`src/rtl/layer_stream_sequencer.sv`:
```
// Layer-to-layer burst sequencer: captures a finished layer into the intermediate
// buffer, then streams NUM_NEURONS indexed words. Optional macro: LAYER_STREAM_SEQUENCER_OVERRUN_EN.
module layer_stream_sequencer #(
    parameter int NUM_NEURONS = 4,
    parameter int IDX_WIDTH   = 8
) (
    input  logic                 clk,
    input  logic                 rst_n,
    input  logic                 layer_done,
    input  logic                 next_ready,
    output logic                 inter_en,
    output logic                 layer_ack,
    output logic                 stream_valid,
    output logic [IDX_WIDTH-1:0] neuron_idx,
    output logic                 burst_done,
`ifdef LAYER_STREAM_SEQUENCER_OVERRUN_EN
    output logic                 overrun,
`endif
    output logic                 busy
);

    typedef enum logic [1:0] {
        IDLE    = 2'd0,
        CAPTURE = 2'd1,
        STREAM  = 2'd2
    } state_e;

    localparam logic [IDX_WIDTH-1:0] LAST_IDX = IDX_WIDTH'(NUM_NEURONS - 1);

    state_e               state_q, state_d;
    logic                 pending_q, pending_d;
    logic                 armed_q, armed_d;
    logic                 inter_en_q, inter_en_d;
    logic                 layer_ack_q, layer_ack_d;
    logic                 stream_valid_q, stream_valid_d;
    logic [IDX_WIDTH-1:0] neuron_idx_q, neuron_idx_d;
    logic                 burst_done_q, burst_done_d;
    logic                 busy_q, busy_d;

    logic ld_eff;
    logic last_word;

    // The first edge after reset release only arms the block; layer_done is ignored there.
    assign ld_eff    = layer_done & armed_q;
    assign armed_d   = 1'b1;
    assign last_word = (state_q == STREAM) && (neuron_idx_q == LAST_IDX);

    // State register and all output flops.
    always_ff @(posedge clk or negedge rst_n) begin
        if (!rst_n) begin
            state_q        <= IDLE;
            pending_q      <= 1'b0;
            armed_q        <= 1'b0;
            inter_en_q     <= 1'b0;
            layer_ack_q    <= 1'b0;
            stream_valid_q <= 1'b0;
            neuron_idx_q   <= '0;
            burst_done_q   <= 1'b0;
            busy_q         <= 1'b0;
        end else begin
            // NOTE: non-blocking assignments so every flop samples pre-edge values.
            state_q        <= state_d;
            pending_q      <= pending_d;
            armed_q        <= armed_d;
            inter_en_q     <= inter_en_d;
            layer_ack_q    <= layer_ack_d;
            stream_valid_q <= stream_valid_d;
            neuron_idx_q   <= neuron_idx_d;
            burst_done_q   <= burst_done_d;
            busy_q         <= busy_d;
        end
    end

    // Next-state and pending-request logic.
    always_comb begin
        // NOTE: defaults first so no path leaves a variable unassigned (no latches).
        state_d   = state_q;
        pending_d = pending_q | ld_eff;
        unique case (state_q)
            IDLE: begin
                if ((pending_q || ld_eff) && next_ready) begin
                    state_d   = CAPTURE;
                    pending_d = 1'b0;
                end
            end
            CAPTURE: state_d = STREAM;
            STREAM: begin
                if (last_word) begin
                    if (pending_q && next_ready) begin
                        state_d   = CAPTURE;
                        // Only the old request is consumed; a pulse on this edge stays queued.
                        pending_d = ld_eff;
                    end else begin
                        state_d = IDLE;
                    end
                end
            end
            default: state_d = IDLE;
        endcase
    end

    // Outputs are computed from the next state so each one leaves a flop.
    always_comb begin
        neuron_idx_d = '0;
        if (state_q == STREAM && !last_word) begin
            neuron_idx_d = neuron_idx_q + IDX_WIDTH'(1);
        end
        inter_en_d     = (state_d == CAPTURE);
        layer_ack_d    = (state_d == CAPTURE);
        stream_valid_d = (state_d == STREAM);
        burst_done_d   = (state_d == STREAM) && (neuron_idx_d == LAST_IDX);
        busy_d         = (state_d != IDLE) || pending_d;
    end

    assign inter_en     = inter_en_q;
    assign layer_ack    = layer_ack_q;
    assign stream_valid = stream_valid_q;
    assign neuron_idx   = neuron_idx_q;
    assign burst_done   = burst_done_q;
    assign busy         = busy_q;

`ifdef LAYER_STREAM_SEQUENCER_OVERRUN_EN
    logic overrun_q, overrun_d;

    // Sticky: a second request arrived before the first one was captured.
    assign overrun_d = overrun_q | (ld_eff & pending_q);

    always_ff @(posedge clk or negedge rst_n) begin
        if (!rst_n) begin
            overrun_q <= 1'b0;
        end else begin
            overrun_q <= overrun_d;
        end
    end

    assign overrun = overrun_q;
`endif

endmodule

```
`config.mk`:
```
export PLATFORM = sky130hd
export DESIGN_NAME = layer_stream_sequencer
export DESIGN_NICKNAME = d
export VERILOG_FILES = /design/src/rtl/layer_stream_sequencer.sv
export SDC_FILE = /design/constraint.sdc
export NUM_CORES = 1
export LEC_CHECK = 0
export ABC_AREA = 0
export BUFFER_PORTS_ARGS = -buffer_cell sky130_fd_sc_hd__buf_4
export CORE_MARGIN = 2
export CORE_UTILIZATION = 49
export DETAILED_ROUTE_END_ITERATION = 12
export PLACE_DENSITY = 0.7
export SLEW_MARGIN = 20
export SYNTH_ARGS = -nofsm -noshare
export SYNTH_HDL_FRONTEND = slang
export SYNTH_SLANG_ARGS = --single-unit
export TNS_END_PERCENT = 5
```
`constraint.sdc`:
```
create_clock -name clk -period 2.29 [get_ports clk]
set_clock_uncertainty 0.1 [all_clocks]
set_input_delay 0.458 -clock clk [delete_from_list [all_inputs] [get_ports clk]]
set_output_delay 0.458 -clock clk [all_outputs]
set_load 0.05 [all_outputs]
```
* After elaboration in Yosys (flattened, before gate mapping) *
Index checks and enable logic that the tools add are counted.

operators by class
  equal/unequal tests = 6
  bitwise logic cells = 2
  add/subtract/negate cells = 1
  multiplexer cells = 9
  reduce and logical (&&, ||, !) cells = 10

operators with widths
  cell                 number
  $eq 8x2->1 const B   2
  $add 8x1->8 const B  1
  $mux 8               1
  $pmux 2 s3           1
  $logic_and 1x1->1    5
  $eq 2x1->1 const B   2
  $eq 2x2->1 const B   2
  $mux 1               4
  $mux 2               2
  $logic_not 2->1      1
  $logic_or 1x1->1     2
  $pmux 1 s2           1
  $reduce_bool 2->1    1
  $and 1x1->1          1
  $logic_not 1->1      1
  $or 1x1->1           1

storage, ports and cells
  bits in registers = 16

* Depth between registers and ports, before layout *
Gate-level depths: netlist (run 1).

  depth after elaboration = 7
  depth in mapped cells = 5
  mapped depth without buffers = 5

* Least setup slack after synthesis (run 1) *
No wires, ideal clock.

  path kind = flip-flop to flip-flop
  start = reg neuron_idx_q[3] (netlist: neuron_idx[3])
  end = reg busy_q (netlist: busy)
  data required time = 2.055 ns
  period minus slack after synthesis = 2.047 ns
  cell stages (with the launch flop) = 6
  buffers on the path = 1
  setup time = 0.135 ns
  data arrival time = 1.812 ns
  slack = 0.243 ns
  cells stage by stage = dfrtp_1 -> or4_1 -> nor4b_2 -> or3b_1 -> buf_6 -> o211ai_2

on the way
  cells in the longest elaborated chain, start to end = 6

RTL lines
  element                 RTL line  text
  from (decl)             36        logic [IDX_WIDTH-1:0] neuron_idx_q, neuron_idx_d;
  from (signal assigned)  68        neuron_idx_q <= neuron_idx_d;
  $eq 8x2->1 *            46        assign last_word = (state_q == STREAM) && (neuron_idx_q == LAST_IDX);
  $logic_and 1x1->1 *     46
  $mux 2                  88        if (last_word) begin
  $pmux 2 s3              79        unique case (state_q)
  $reduce_bool 2->1       112       busy_d = (state_d != IDLE) || pending_d;
  $logic_or 1x1->1 *      112
  named net busy_d        38        logic busy_q, busy_d;
  to (signal assigned)    70        busy_q <= busy_d;
  to (decl)               38

The timed path passes the listed nets; every way through them passes the cells marked *.

* Worst setup path in the final report (run 1) *
  start = reg neuron_idx_q[3] (netlist: neuron_idx[3])
  end = reg stream_valid_q (netlist: stream_valid)

on the way
  cells in the longest elaborated chain, start to end = 5

RTL lines
  element                   RTL line  text
  $eq 8x2->1                46
  $logic_and 1x1->1         46
  $mux 2                    88
  $pmux 2 s3                79
  $eq 2x2->1                110       stream_valid_d = (state_d == STREAM);
  named net stream_valid_d  35        logic stream_valid_q, stream_valid_d;
  to (signal assigned)      67        stream_valid_q <= stream_valid_d;
  to (decl)                 35

The timed path passes the listed nets, and every way through them passes these cells.

==> key figures, run 1 <==
Power
  – Clock Power Share: roughly 15%
  – Switching part of the total: 44.1%
  – Combinational Power Share: 43.3%
  – Worst VDD drop: around 0.84 mV
  – Total power: about 950 uW
  – Static Leakage: 0.419 nW
  – Power Dens Cells: 1140 mW/mm^2
  – Int Power: around 530 uW
  – Sw power: between 400 and 500 uW
  – Reg power frac: 42.0%

Synthesis
  – Register area share after synthesis: between 50% and 60%
  – Mapped Nets: 66
  – Synthesized area: roughly 680 sq um
  – Async S/R FF share, synth: 100%
  – Syn_area_per_cell: 11.2 sq um
  – FF+latch count, synth: 16
  – Area leader, netlist: dfrtp_1
  – Synthesis Warnings: 0
  – Ranking of synthesized cells by area: dfrtp_1 59%, nor2_1 6.6%, xor2_1 6.4%
  – Post-synth EDFFs: 0
  – Synth Instances: slightly above 60
  – Synth cell types: 23
  – Post-synth top area share: 58.6%
  – Post-synth top flop: dfrtp_1

Cells and area
  – Seq. cell area: ~400 sq um
  – Area grow syn2layout: 22.3%
  – Share of cells above drive strength 1: between 20% and 30%
  – Post-layout util: between 60% and 70%
  – Area of the multi-input gates: between 200 and 300 sq um
  – Fill count: approximately 120
  – Fin nets: between 80 and 90
  – Finished Cell Area: around 840 sq um
  – Diode count: 0
  – Fin cells: between 90 and 100

Timing
  – TNS Setup: 0 ns
  – Fin. Hold Viols: 0
  – Hold WS: 0.367 ns
  – # setup viols final: 0
  – Period utilisation layout: between 90% and 100%
  – Min cycle time layout: 2.06 ns
  – Count of pins over their slew limit: 0
  – RSZ-0062 raised after global routing: no
  – Max Clock Freq: between 0.4 and 0.5 GHz
  – Setup ws final: 0.226 ns

Die
  – Initial core utilization: between 50% and 60%
  – Core Box Area: approximately 0.0013 sq mm
  – I/O pin total: 17
  – Chip Width: around 41 um
  – Die height: ~41 um
  – Die ar.: 0.00171 sq mm
  – Row cnt: 13

Global routing
  – First-pass GRT wire length: around 1800 um
  – GRT Residual Overflow: 0
  – Initial antenna violation count: 0
  – GRT Util Overall: roughly 17%
  – Largest net degree at the start of global routing: 17
  – Vias in the first global route: 434

Setup path
  – Setup crit end kind: register
  – CP max FO: 11
  – CP arrival: roughly 2.1 ns
  – R2r setup slk: between 0.2 and 0.25 ns
  – Startpoint Class: register
  – Critical Path RT: 2.34 ns
  – Crit Path Category: reg2reg

Routing
  – DR WL/cell: approximately 12 um
  – DRT iter0 DRCs: 3
  – Via density: between 5 and 6
  – # DRC: 0
  – Via count: roughly 500
  – Antenna viol nets, final: 0
  – WL final: roughly 1100 um
  – Drt first pass iters: 2

Place
  – Placed Area: approximately 800 sq um
  – Port Buffers: 16
  – Worst slack at placement: roughly 0.23 ns
  – Routability cong.: ~0.8
  – Detailed placer's ending HPWL: approximately 840 um
  – Placed Cells: 90

Outcome
  – Status: finished, final reports clean

Clocking
  – Sink Count: 16
  – CTS buffer count: 3
  – Post-CTS setup repair buffer count: 0
  – CTS tree: done
  – H-tree levels: 1
  – Root Driver: clkbuf_4
  – CTS resizes: 0
  – Clk buf depth: 2
  – Clock-pin slew on the worst setup and hold paths: roughly 0.08 ns
  – Worst skew pair latency: ~0.28 ns

Worst hold path
  – Hold Path Class: in2reg

Job
  – Max Cap Viol: 0
## flip-flops by register name, indices dropped and copies added, names as in the netlist
register	cells
neuron_idx	8
state_q	2
armed_q	1
burst_done	1
busy	1
layer_ack	1
pending_q	1
stream_valid	1
## power by group through the flow
stage	sequential, mW	clock (mW)	combinational (mW)
floorplan	0.547	0	0.174
global placement	0.406	0	0.409
detailed placement	0.406	0	0.412
CTS	0.400	0.145	0.416
global route	0.413	0.161	0.445
finish	0.401	0.139	0.413
## placed cells by master (no fill, tap or decap), drive strengths merged, types with 2 or more instances in the layout
cell type,n
buf,16
nand3,5
xor2,5
clkbuf,3
and4,2
o21ai,2
a21oi,3
dfrtp,16
nor2,12
and3,2
inv,2
## critical path, cell delays in order (launching register included)
cell	delay (ns)
dfrtp_1	0.44
or4_1	0.55
nor4b_2	0.31
or3b_1	0.39
o21ai_0	0.14
## timing repair
item | CTS | global route
hold buffers | 1 | 0
endpoints found under the hold margin | 16 | 0
setup endpoints to repair | 0 | 0
## path summary, 6_finish.rpt
kind                               start             to  cells after the start
setup / recovery           neuron_idx[3]   stream_valid                      4
hold / removal                layer_done           busy                      3
setup reg to reg           neuron_idx[3]   stream_valid                      4
hold reg to reg                pending_q           busy                      2
max in group asynchronous          rst_n  neuron_idx[2]                      2
min in group asynchronous          rst_n   stream_valid                      2
## metal layers
layer / vias to the layer above / global-route usage [%] / part of all wire (%)
li1: 246 / - / -
met1: 237 / 23.3 / 48
met2: 14 / 25.0 / 44
met3: 4 / 4.79 / 5.5
met4: 0 / 9.68 / 2.6
met5: - / 0 / 0
## cell type report
class / instances / share of cell area, %
timing repair buffer: 17 / 15.6
sequential: 16 / 47.9
tap: 15 / 2.25
inverter: 2 / 0.898
clock buffer: 3 / 2.69
multi-input combinational: 41 / 30.7
## logic make-up (layout without fill, tap and decap cells)
logic type | after synthesis | count (layout) | synth area share (%)
simple gates | 26 | 26 | 20.9
flops | 16 | 16 | 58.6
compound gates | 7 | 7 | 6.59
xor+xnor | 6 | 6 | 7.69
buf+inv | 4 | 22 | 3.85
fa+ha+maj | 1 | 1 | 1.83
other cells | 1 | 1 | 0.549
## cell usage after synthesis, types with 2 or more instances
cell and number:
dfrtp_1 16, nor2_1 12, nand3_1 5, xor2_1 5, a21oi_1 3, and4_1 2
inv_1 2
Note: power is estimated with default switching activity, not from simulation.
==> inputs of run 2 (changes only) <==
CAP_MARGIN = 20   (was unset)
clock period = 1.9 ns   (was 2.29 ns; I/O delays follow)
==> key figures, run 2 (synthesis gave the netlist of run 1 again) <==
Cells and area
  – Area grow syn2layout: 33.0%
  – Commonest non-fill, non-tap cell in the layout: buf_4
  – Fin cells: 102 (+8.5%)
  – Fill count: 107 (-7.0%)
  – Highest-count cells in the layout ignoring fill and taps: 23 x buf_4, 13 x dfrtp_1, 12 x nor2_1
  – Diode count: 0 (unchanged)
  – Max reg flops: 8 (unchanged)
  – Share of cells above drive strength 1: 39.1% (+11 points)
  – Fin nets: 93 (+8.1%)

Routing
  – DRT iter0 DRCs: 6 (+3)
  – DR WL/cell: 14.0 um (+17%)
  – Drt first pass iters: 4 (+2)
  – WL final: 1420 um (+26%)
  – Via density: 5.21 (-2.3%)
  – Antenna viol nets, final: 0 (unchanged)
  – # DRC: 0 (unchanged)
  – Via count: 531 (+6.0%)

Power
  – Worst VDD drop: 1.05 mV (+26%)
  – Power Dens Cells: 1410 mW/mm^2 (+24%)
  – Static Leakage: 0.458 nW (+9.3%)
  – Total power: 1.28 mW (+34%)

Die
  – Core Box Area: 0.00130 sq mm (unchanged)
  – Chip Width: 41.3 um (unchanged)
  – Initial core utilization: 52.5% (unchanged)
  – Die height: 41.3 um (unchanged)
  – I/O pin total: 17 (unchanged)
  – Die ar.: 0.00171 sq mm (unchanged)
  – Row cnt: 13 (unchanged)

Setup path
  – CP Buf/Inv Count: 1 (+1)
  – CP arrival: 1.89 ns (-0.22 ns)
  – Reg-to-Reg Start: neuron_idx[3]
  – CP max stage cell: or4_1
  – Crit path cell chain: or4_1 -> nor4b_2 -> or3b_4 -> buf_4 -> nor2_1
  – CP max FO: 5 (-6)
  – Critical Path RT: 1.98 ns (-0.36 ns)
  – R2r setup slk: 0.09 ns (-0.13 ns)
  – Critical path's top delay family: simple AND/OR/NAND/NOR gates
  – Crit Reg-Reg Endpoint: neuron_idx[3]
  – Setup crit end kind: register
  – Reg2Reg Depth: 5 (+1)
  – Startpoint Class: register
  – CP max stage delay: 0.53 ns (-0.02 ns)
  – Crit Path Category: reg2reg

Clocking
  – CTS tree: done
  – Clock-pin slew on the worst setup and hold paths: 0.09 ns (about the same)
  – Clk buf depth: 2 (unchanged)
  – Sink Count: 16 (unchanged)
  – CTS buffer count: 3 (unchanged)
  – Worst skew pair latency: 0.29 ns (about the same)
  – H-tree levels: 1 (unchanged)
  – Root Driver: clkbuf_4
  – Post-CTS setup repair buffer count: 0 (unchanged)

Worst hold path
  – Hold endpoint: busy
  – Hold path depth: 3 (unchanged)
  – Hold Path Class: in2reg
  – Hold path start: layer_done

Timing
  – Fin. Hold Viols: 0 (unchanged)
  – # setup viols final: 0 (unchanged)
  – Count of pins over their slew limit: 0 (unchanged)
  – Period utilisation layout: 95.0% (+4.9 points)
  – RSZ-0062 raised after global routing: no
  – Max Clock Freq: 0.554 GHz (+14%)
  – Min cycle time layout: 1.81 ns (-0.258 ns)

Job
  – Max Cap Viol: 0 (unchanged)

Place
  – Port Buffers: 16 (unchanged)
  – Routability cong.: 0.790 (-1.1%)
  – Placed Cells: 97 (+7.8%)
  – Detailed placer's ending HPWL: 1060 um (+26%)

Global routing
  – Largest net degree at the start of global routing: 17 (unchanged)
  – GRT Util Overall: 21.3% (+4.0 points)
  – GRT Residual Overflow: 0 (unchanged)
  – Vias in the first global route: 510 (+18%)
  – Initial antenna violation count: 0 (unchanged)
  – First-pass GRT wire length: 2200 um (+20%)

Outcome
  – Status: finished, final reports clean
[run 2: layer usage]
| metal | up-vias | track usage (%) | share of wire (%) |
|---|---|---|---|
| met3 | 3 | 6.38 | 5.3 |
| met5 | - | 0 | 0 |
| met1 | 254 | 27.0 | 43 |
| met2 | 17 | 34.8 | 51 |
| li1 | 257 | - | - |
| met4 | 0 | 7.26 | 0.56 |
[run 2: worst min-delay path, cell delays in order]
cell	delay, ns
buf_4	0.09
a21oi_1	0.10
o211ai_2	0.07
[run 2: worst max path at each step]
stage	depth (start not counted)	slack [ns]	end	start
floorplan	5	-0.05	busy	neuron_idx[3]
global placement	5	0.11	neuron_idx[2]	neuron_idx[3]
detailed placement	5	0.06	neuron_idx[3]	neuron_idx[3]
CTS	5	0.04	neuron_idx[3]	neuron_idx[3]
global route	5	0.0008	neuron_idx[4]	neuron_idx[3]
finish	5	0.09	neuron_idx[3]	neuron_idx[3]
[run 2: area by class of cell]
class                           instances  area [sq um]  share of cell area (%)
Tap cell                               15          18.8                    2.07
Inverter                                2          7.51                   0.826
Timing Repair Buffer                   24           183                    20.1
Multi-Input combinational cell         41           259                    28.5
Clock buffer                            4          36.3                    3.99
Sequential cell                        16           404                    44.5
[run 2: power breakdown]
| part | internal (mW) | total, mW | switching, mW |
|---|---|---|---|
| clock | 0.117 | 0.227 | 0.110 |
| sequential | 0.419 | 0.477 | 0.0584 |
| combinational | 0.204 | 0.576 | 0.372 |
| total | 0.739 | 1.28 | 0.541 |
[run 2: per-stage QoR]
step                      hold WS, ns  setup slack [ns]  utilization (%)  cell area, sq um  TNS (ns)
final                           0.289            0.0941             69.8               908         0
after CTS                       0.279            0.0379             69.6               906         0
after global placement          0.143             0.107             66.1               860         0
after detailed placement        0.148            0.0631             66.1               860         0
after floorplan               -0.0156           -0.0469                -               687    -0.169
after global routing            0.279          0.000839             69.8               908         0
[run 2: what timing repair did]
action | CTS | global route
hold endpoints to repair | 16 | 0
setup endpoints to repair | 0 | 8
resized for setup | 0 | 1
hold buffers | 1 | 0
==> inputs of run 3 (changes only) <==
CORE_MARGIN = 8   (was 2)
==> key figures, run 3 (synthesis gave the netlist of run 1 again) <==
Setup path
  – Crit path cell chain: or4_4 -> nor4b_4 -> or3b_4 -> buf_6 -> nor2_1
  – CP max stage delay: 0.50 ns (-0.03 ns)
  – Reg2Reg Depth: 5 (unchanged)
  – CP arrival: 1.91 ns (+0.02 ns)
  – Critical Path RT: 1.99 ns (about the same)
  – CP max FO: 8 (+3)
  – Reg-to-Reg Start: neuron_idx[6]
  – Crit Path Category: reg2reg
  – CP max stage cell: or4_4
  – Setup crit end kind: register
  – R2r setup slk: 0.07 ns (-0.02 ns)
  – Crit Reg-Reg Endpoint: neuron_idx[3]
  – Startpoint Class: register

Die
  – Initial core utilization: 52.5% (unchanged)
  – I/O pin total: 17 (unchanged)
  – Chip Width: 53.3 um (+29%)
  – Die height: 53.3 um (+29%)
  – Core Box Area: 0.00130 sq mm (unchanged)
  – Row cnt: 13 (unchanged)
  – Die ar.: 0.00285 sq mm (+66%)

Cells and area
  – Fin nets: 93 (unchanged)
  – Share of cells above drive strength 1: 40.2% (+1.1 points)
  – Commonest non-fill, non-tap cell in the layout: buf_4
  – Highest-count cells in the layout ignoring fill and taps: 22 x buf_4, 13 x dfrtp_1, 12 x nor2_1
  – Fill count: 100 (-6.5%)
  – Finished Cell Area: 925 sq um (+1.8%)
  – Diode count: 0 (unchanged)
  – Area grow syn2layout: 35.3%
  – Max reg flops: 8 (unchanged)

Clocking
  – Worst skew pair latency: 0.29 ns (about the same)
  – Root Driver: clkbuf_4
  – Clk buf depth: 2 (unchanged)
  – CTS tree: done
  – Sink Count: 16 (unchanged)
  – CTS buffer count: 3 (unchanged)
  – Clock-pin slew on the worst setup and hold paths: 0.10 ns (about the same)
  – H-tree levels: 1 (unchanged)

Routing
  – WL final: 1480 um (+4.3%)
  – DRT iter0 DRCs: 10 (+4)
  – Antenna viol nets, final: 0 (unchanged)
  – Via density: 5.29 (+1.7%)
  – # DRC: 0 (unchanged)
  – Via count: 540 (+1.7%)
  – DR WL/cell: 14.5 um (+4.3%)
  – Drt first pass iters: 3 (-1)

Timing
  – # setup viols final: 0 (unchanged)
  – Period utilisation layout: 96.2% (+1.1 points)
  – Count of pins over their slew limit: 0 (unchanged)
  – Min cycle time layout: 1.83 ns (+0.0212 ns)
  – TNS Setup: 0 ns (unchanged)
  – Setup ws final: 0.0729 ns (-0.0212 ns)
  – Max Clock Freq: 0.547 GHz (-1.2%)
  – Fin. Hold Viols: 0 (unchanged)

Place
  – Routability cong.: 0.800 (+1.3%)
  – Detailed placer's ending HPWL: 1080 um (+1.6%)
  – Worst slack at placement: 0.0578 ns (-0.00531 ns)
  – Port Buffers: 16 (unchanged)
  – Placed Area: 852 sq um (-0.87%)

Worst hold path
  – Hold Path Class: in2reg
  – Hold endpoint: busy
  – Hold path depth: 3 (unchanged)
  – Hold path start: layer_done

Power
  – Static Leakage: 0.458 nW (+0.14%)
  – Power Dens Cells: 1420 mW/mm^2 (+0.63%)
  – Worst VDD drop: 0.810 mV (-23%)
  – Total power: 1.31 mW (+2.4%)

Global routing
  – Largest net degree at the start of global routing: 17 (unchanged)
  – Initial antenna violation count: 0 (unchanged)
  – GRT Util Overall: 11.6% (-9.7 points)
  – GRT Residual Overflow: 0 (unchanged)
  – First-pass GRT wire length: 2390 um (+8.8%)
  – Vias in the first global route: 532 (+4.3%)

Outcome
  – Status: finished, final reports clean

Job
  – Max Cap Viol: 0 (unchanged)
==> run 3: cell counts in the layout (fill, tap and decap cells not counted) <==
No cell type changed its count.
==> run 3: worst max path at each step <==
| stage | start | to | slack, ns | cells past startpoint |
|---|---|---|---|---|
| after floorplan | neuron_idx[3] | busy | -0.05 | 5 |
| final | neuron_idx[6] | neuron_idx[3] | 0.07 | 5 |
| after global routing | neuron_idx[3] | neuron_idx[2] | -0.004 | 5 |
| after global placement | neuron_idx[3] | neuron_idx[2] | 0.11 | 5 |
| after detailed placement | neuron_idx[3] | neuron_idx[2] | 0.06 | 5 |
| after CTS | neuron_idx[6] | neuron_idx[2] | 0.03 | 5 |
==> run 3: per-layer routing <==
| metal | wire, um | global-route usage [%] |
|---|---|---|
| met5 | 0 | 0 |
| met3 | 98 | 4.20 |
| met4 | 46 | 7.56 |
| met1 | 666 | 14.2 |
| met2 | 672 | 16.6 |
==> run 3: cell type report <==
cell class / instances / area (sq um) / area share, %
clock buffers: 4 / 36.3 / 3.92
inverters: 2 / 7.51 / 0.812
multi-input cells: 41 / 272 / 29.4
flip-flops and latches: 16 / 404 / 43.7
well taps: 15 / 18.8 / 2.03
repair buffers: 24 / 186 / 20.2
==> run 3: critical path: cells and delay by family (launching register included) <==
family	cells	cell delay [ns]
buffers and inverters	1	0.13
AND/OR/NAND/NOR	4	1.05
flip-flops	1	0.45
==> run 3: what timing repair did <==
action | in CTS | in global routing
endpoints found under the hold margin | 16 | 0
gates resized for setup | 0 | 4
endpoints found under the setup margin | 0 | 8
hold buffers | 1 | 0
buffers inserted | 0 | 1
==> run 3: metrics by stage <==
| stage | utilization [%] | cells | hold WS [ns] |
|---|---|---|---|
| global placement | 65.5 | 96 | 0.147 |
| floorplan | - | 61 | -0.0156 |
| detailed placement | 65.5 | 96 | 0.148 |
| finish | 71.1 | 102 | 0.289 |
| global route | 71.1 | 102 | 0.304 |
| CTS | 69.0 | 101 | 0.283 |
==> run 3: power breakdown <==
part | total (mW) | internal, mW | switching [mW] | leakage, nW
Sequential | 0.472 | 0.419 | 0.0530 | 0.205
Combinational | 0.611 | 0.220 | 0.391 | 0.233
Clock | 0.228 | 0.117 | 0.112 | 0.0210
Total | 1.31 | 0.756 | 0.555 | 0.458
